## src/rtl/netbus_packet_tx.sv

```systemverilog
// netbus_packet_tx: packet source feeding the read side of a NetBus mux port.
// It frames a (dest, len) command and its payload words into SOP/EOP flits that carry a 4-bit sequence number.
module netbus_packet_tx #(
  parameter int DATA_WIDTH = 4,
  parameter int LEN_W      = 8
) (
  input  logic                       CLK,
  input  logic                       RESETn,
  input  logic                       CMD_VALID,
  output logic                       CMD_READY,
  input  logic [7:0]                 CMD_DEST,
  input  logic [LEN_W-1:0]           CMD_LEN,
  input  logic [DATA_WIDTH*9-1:0]    PAY_DATA,
  input  logic                       PAY_VALID,
  output logic                       PAY_READY,
  output logic [DATA_WIDTH*9+13:0]   RDATA,
  output logic                       RVALID,
  input  logic                       RREADY,
  output logic                       BUSY,
  output logic [15:0]                PKT_CNT
);

  localparam int P  = DATA_WIDTH * 9;
  localparam int FW = P + 14;

  typedef enum logic {
    IDLE = 1'b0,
    SEND = 1'b1
  } state_t;

  state_t          state;
  logic [7:0]      dest;
  logic [LEN_W-1:0] rem;
  logic [3:0]      seq;
  logic            first;
  logic [FW-1:0]   rdata_q;
  logic            rvalid_q;
  logic [15:0]     pkt_cnt;

  logic            pay_hs;
  logic            out_hs;
  logic            last_word;

  // A payload word may only be taken when the single output register is free or draining this cycle.
  assign CMD_READY = (state == IDLE);
  assign PAY_READY = (state == SEND) && (!rvalid_q || RREADY);
  assign pay_hs    = PAY_VALID && PAY_READY;
  assign out_hs    = rvalid_q && RREADY;
  assign last_word = (rem == '0);

  assign RDATA   = rdata_q;
  assign RVALID  = rvalid_q;
  assign BUSY    = (state == SEND) || rvalid_q;
  assign PKT_CNT = pkt_cnt;

  always_ff @(posedge CLK or negedge RESETn) begin
    if (!RESETn) begin
      state    <= IDLE;
      dest     <= '0;
      rem      <= '0;
      seq      <= '0;
      first    <= 1'b0;
      rdata_q  <= '0;
      rvalid_q <= 1'b0;
      pkt_cnt  <= '0;
    end else begin
      if (out_hs && rdata_q[P+4])
        pkt_cnt <= pkt_cnt + 16'd1;

      // Reload wins over drain, so a handshake and a new word in the same cycle keep RVALID high.
      if (pay_hs) begin
        rdata_q  <= {dest, first, last_word, seq, PAY_DATA};
        rvalid_q <= 1'b1;
      end else if (RREADY) begin
        rvalid_q <= 1'b0;
      end

      case (state)
        IDLE: begin
          if (CMD_VALID) begin
            dest  <= CMD_DEST;
            rem   <= CMD_LEN;
            seq   <= '0;
            first <= 1'b1;
            state <= SEND;
          end
        end
        SEND: begin
          if (pay_hs) begin
            first <= 1'b0;
            seq   <= seq + 4'd1;
            rem   <= rem - LEN_W'(1);
            if (last_word)
              state <= IDLE;
          end
        end
        default: state <= IDLE;
      endcase
    end
  end

endmodule

```

## config.mk

```make
export PLATFORM = sky130hd
export DESIGN_NAME = netbus_packet_tx
export DESIGN_NICKNAME = d
export VERILOG_FILES = /design/src/rtl/netbus_packet_tx.sv
export SDC_FILE = /design/constraint.sdc
export NUM_CORES = 1
export LEC_CHECK = 0
export BUFFER_PORTS_ARGS = -buffer_cell sky130_fd_sc_hd__buf_2
export CAP_MARGIN = 25
export CORE_MARGIN = 10
export CORE_UTILIZATION = 45
export DETAILED_ROUTE_END_ITERATION = 10
export PLACE_DENSITY = 0.77
export REMOVE_ABC_BUFFERS = 1
export SETUP_SLACK_MARGIN = 0.2
export SYNTH_ARGS = -nofsm -noshare
export SYNTH_HDL_FRONTEND = slang
export SYNTH_SLANG_ARGS = --single-unit
```

## constraint.sdc

```tcl
create_clock -name CLK -period 1.22 [get_ports CLK]
set_input_delay 0.122 -clock CLK [delete_from_list [all_inputs] [get_ports CLK]]
set_output_delay 0.122 -clock CLK [all_outputs]
set_load 0.01 [all_outputs]
```

After elaboration in Yosys (flattened, before gate mapping)
Index checks and enable logic that the tools add are counted.
{"block": "word_totals", "reg_bits": 89, "word_cells": 40, "inputBits": 57}
{"block": "op_classes", "bitwise": 1, "n_eq_ne": 2, "n_addsub": 3, "n_reduce_logical": 11, "n_mux": 15}
{"op": "$add 16x1->16 const B", "n": 1}
{"op": "$mux 8", "n": 2}
{"op": "$pmux 8 s2", "n": 1}
{"op": "$logic_not 8->1", "n": 1}
{"op": "$mux 4", "n": 2}
{"op": "$pmux 4 s2", "n": 1}
{"op": "$sub 8x1->8 const B", "n": 1}
{"op": "$mux 1", "n": 7}
{"op": "$add 4x1->4 const B", "n": 1}
{"op": "$logic_and 1x1->1", "n": 4}
{"op": "$pmux 1 s2", "n": 2}
{"op": "$reduce_and 2->1", "n": 2}
{"op": "$logic_or 1x1->1", "n": 2}
{"op": "$ne 2x1->1 const B", "n": 1}
{"op": "$ne 2x2->1 const B", "n": 1}
{"op": "$reduce_bool 2->1", "n": 1}
{"op": "$logic_not 1->1", "n": 1}
{"op": "$not 1->1", "n": 1}

Logic depth before layout (Yosys ltp)
{"block": "logic_depth", "word_depth": 6, "mapped_depth": 6}

Worst setup path before layout
OpenSTA, ideal clock, no wires.
{"block": "synth_path", "kind": "reg-to-reg", "start": "register rvalid_q (netlist: RVALID)", "end": "register state", "period_less_slack_ns": 1.271, "t_arrival_ns": 1.153, "stages_incl_launch_ff": 5, "path_slack_ns": -0.051, "cell_sequence": "dfrtp_1 and2b_2 nor2_4 nand4b_1 a21o_1"}
{"block": "synth_between", "elab_chain_cells": 6}
{"element": "start: declaration", "line": "37", "text": "logic rvalid_q;"}
{"element": "start signal: assignment", "line": "64", "text": "rvalid_q <= 1'b0;"}
{"element": "start signal: assignment", "line": "73", "text": "rvalid_q <= 1'b1;"}
{"element": "start signal: assignment", "line": "75", "text": "rvalid_q <= 1'b0;"}
{"element": "$logic_not 1->1", "line": "46", "text": "assign PAY_READY = (state == SEND) && (!rvalid_q || RREADY);"}
{"element": "$logic_or 1x1->1", "line": "46"}
{"element": "$logic_and 1x1->1", "line": "46"}
{"element": "$logic_and 1x1->1", "line": "47", "text": "assign pay_hs = PAY_VALID && PAY_READY;"}
{"element": "$mux 1", "line": "89", "text": "if (pay_hs) begin"}
{"element": "$pmux 1 s2", "line": "78", "text": "case (state)"}
{"element": "end signal: assignment", "line": "85", "text": "state <= SEND;"}
{"element": "end signal: assignment", "line": "94", "text": "state <= IDLE;"}
{"element": "end signal: assignment", "line": "97", "text": "default: state <= IDLE;"}
{"element": "end: declaration", "line": "31", "text": "state_t state;"}
No other way between the ends.
A chain may end at the register's enable or synchronous reset.

Worst setup path in the final report
{"block": "layout_path", "start": "register rvalid_q (netlist: RVALID)", "end": "register rdata_q[23] (netlist: RDATA[23])"}
{"block": "layout_between", "elab_chain_cells": 4}
{"element": "$logic_not 1->1", "line": "46"}
{"element": "$logic_or 1x1->1", "line": "46"}
{"element": "$logic_and 1x1->1", "line": "46"}
{"element": "$logic_and 1x1->1", "line": "47"}
{"element": "end signal: assignment", "line": "72", "text": "rdata_q <= {dest, first, last_word, seq, PAY_DATA};"}
{"element": "end: declaration", "line": "36", "text": "logic [FW-1:0] rdata_q;"}
No other way between the ends.

==> flow_summary.ini <==
[floorplan]
start_util = 0.461
num_io_pins = 127
die_area_um2 = 12500
fp.dieW_um = 112
die_y_um = 112
rows = 33
coreArea_um2 = 8220

[placement]
routabilityCongestion = 0.869
dpl.hpwl_um = 7670
io_buffers = 126
post_dp_cell_area_um2 = 4880
placed_cells = 655
post-place-ws_ns = -0.151

[routing]
drc = 0
wl_um = 17100
drtIter0Drc = 217
detail_route.vias_per_cell = 5.34
drtAntennaViolNets = 0
dr.pass1.iters = 4
drt-wirelength-per-cell_um = 21.5
vias = 4244

[critical_path]
critPathMaxFanout = 7
crit_arrival_ns = 1.85
slowest_delay_ns = 0.42
worstPathRequired_ns = 1.53
critPathSlowestCell = dfrtp_1
cp_top_family = buffers and inverters
critPathBufInv = 4
startpoint_type = register
crit_chain = and2b_2 > buf_6 > nor2_4 > buf_8 > buf_12 > buf_16 > nand2_2 > nand2_1
endpoint_kind = register
critical_path_class = register to register

[yosys]
synth_flop_cell = dfrtp_1
synth_area_leaders = dfrtp_1 (59%), nand2_1 (19%), xor2_1 (2.3%)
ys_ff_latch = 89
synth-edff-count = 0
synth_area_leader_cell = dfrtp_1
ys_seq_area_frac = 0.588
netlist.area_leader.share = 0.588
synthArstFlopShare = 1.00
syn_inst = 395
syn_area_per_cell_um2 = 9.58
yosys_warnings = 0
syn_area_um2 = 3780
yosysUniqueCellTypes = 42

[final_layout]
layout_commonest_cell = nand2_1
area_growth_pct = 92.5
final_cell_mix = nand2_1 (96), dfrtp_1 (88), buf_2 (83)
final_cells = 795
drive_above_1_share = 0.584
utilization = 0.887
fin_nets = 743
fillers = 352
stdcell_area_um2 = 7280

[timing]
tightest_slew_ns = 0.374
relSlewSlack = 0.747
grt_setup_unrepaired = true
hold_viol = 0
final.min_clock_period_ns = 1.54
fin_tns_setup_ns = -19.52
period_share = 1.27
fmax_ghz = 0.648
finalWorstSetupSlack_ns = -0.324
fin_skew_ns = 0.0117
maxSlewViolCount = 0
final-setup-viol-count = 90

[pwr]
irDropWorstVdd_mv = 1.33
powerDensity_nw_per_um2 = 1870
power_leakage_nw = 3.92

[global_routing]
grt_start_max_net_pins = 30
antenna_found_initial = 3
grt_pass1_vias = 4345
grtUsageTotal = 0.212
grt-ovfl-total = 0
grt_pass1_wl_um = 21800

[outcome]
failed_checks = negative setup slack
status = complete, but fails checks

[cts]
clockRootBuffer = clkbuf_8
cts_made_buffers = 9
cts_buffer_depth = 2
h-tree-depth = 3
clock_latency_ns = 0.37
cts_tree = done
clock-sinks = 89
clk_pin_slew_ns = 0.10

[hold_path]
hp-class = input port to register

[flow_run]
cap_violations = 0
==> routing by layer <==
layer	track usage	routed length [um]	vias to the layer above
met3	0.0649	1270	89
met2	0.363	8980	257
met5	0	0	-
met4	0.106	946	0
li1	-	-	1841
met1	0.232	5880	2057
==> stage by stage <==
stage | hold WS, ns | power (W)
after floorplan | -0.174 | 0.00627
after global placement | 0.0435 | 0.00803
after detailed placement | 0.0479 | 0.00823
after CTS | 0.00493 | 0.0116
after global routing | 0.0400 | 0.0142
final | 0.0550 | 0.0136
==> state kept, by name, summed over array words and instances, names as in the netlist <==
register  cells
seq           4
state         1
first         1
PKT_CNT      16
RVALID        1
rem           8
RDATA        50
dest          8
==> report_power, final <==
| group | internal (W) | switching [W] | leakage, nW | total [W] |
|---|---|---|---|---|
| Combinational | 0.00346 | 0.00320 | 2.70 | 0.00666 |
| Clock | 0.000974 | 0.00118 | 0.106 | 0.00216 |
| Sequential | 0.00392 | 0.000917 | 1.12 | 0.00484 |
==> worst register-to-register path, delay by kind of cell (launching register included) <==
kind                   cells  cell delay, ns
buffers and inverters      4            0.55
flip-flops                 1            0.42
AND/OR/NAND/NOR            4            0.51
==> timing repair <==
action	CTS	global route
hold endpoints to repair	126	1
gates resized for setup	141	127
gates cloned	4	4
setup endpoints to repair	146	158
buffers inserted	35	31
hold buffers	46	1
pin swaps	82	60
==> synth_stat cells (2+ instances only) <==
master / instances
a211oi_1: 2
a2bb2oi_1: 2
and4_1: 3
buf_2: 10
buf_4: 4
dfrtp_1: 89
ha_1: 4
inv_1: 5
nand2_1: 187
nand2b_1: 2
nand3_1: 12
nand4_1: 3
nor2_1: 15
nor2b_1: 2
nor3_1: 3
nor3_2: 5
o211ai_1: 3
o221a_2: 2
or2_2: 2
xnor2_1: 9
xor2_1: 10
==> layout make-up <==
cell class                 count  area, um2  share of cell area
clock inverter                 7       77.6              0.0106
multi-input combinational    285       2070               0.284
timing repair buffer         292       2620               0.360
tap                          105        131              0.0180
inverter                       5       22.5             0.00309
antenna                        3       7.51             0.00103
sequential                    89       2230               0.306
clock buffer                   9        124              0.0170
==> cell families (layout without fill, tap and decap cells) <==
family	count (synthesis)	in the layout	share of synthesized area
AOI/OAI and AO/OA	14	14	0.0304
xor gates and xnor gates	19	19	0.0440
adders and majority gates	4	4	0.0132
buffers and inverters	21	313	0.0301
DFF	89	89	0.588
muxes	2	2	0.00562
other	0	3	0
and+or+nand+nor	246	246	0.288
==> final timing paths <==
check                                         to  cells after the start  slack, ns             startpoint
setup / recovery           RDATA[23]$_DFFE_PN0P_                      8      -0.32     RVALID$_DFFE_PN0P_
hold / removal                rem[5]$_DFFE_PN0P_                      2       0.05             CMD_LEN[5]
setup reg to reg           RDATA[23]$_DFFE_PN0P_                      8      -0.32     RVALID$_DFFE_PN0P_
hold reg to reg            RDATA[37]$_DFFE_PN0P_                      2       0.48  RDATA[37]$_DFFE_PN0P_
max in group asynchronous  RDATA[21]$_DFFE_PN0P_                      3       0.50                 RESETn
min in group asynchronous    dest[2]$_DFFE_PN0P_                      2       0.19                 RESETn
No activity file was read; power rests on OpenSTA's default activity.
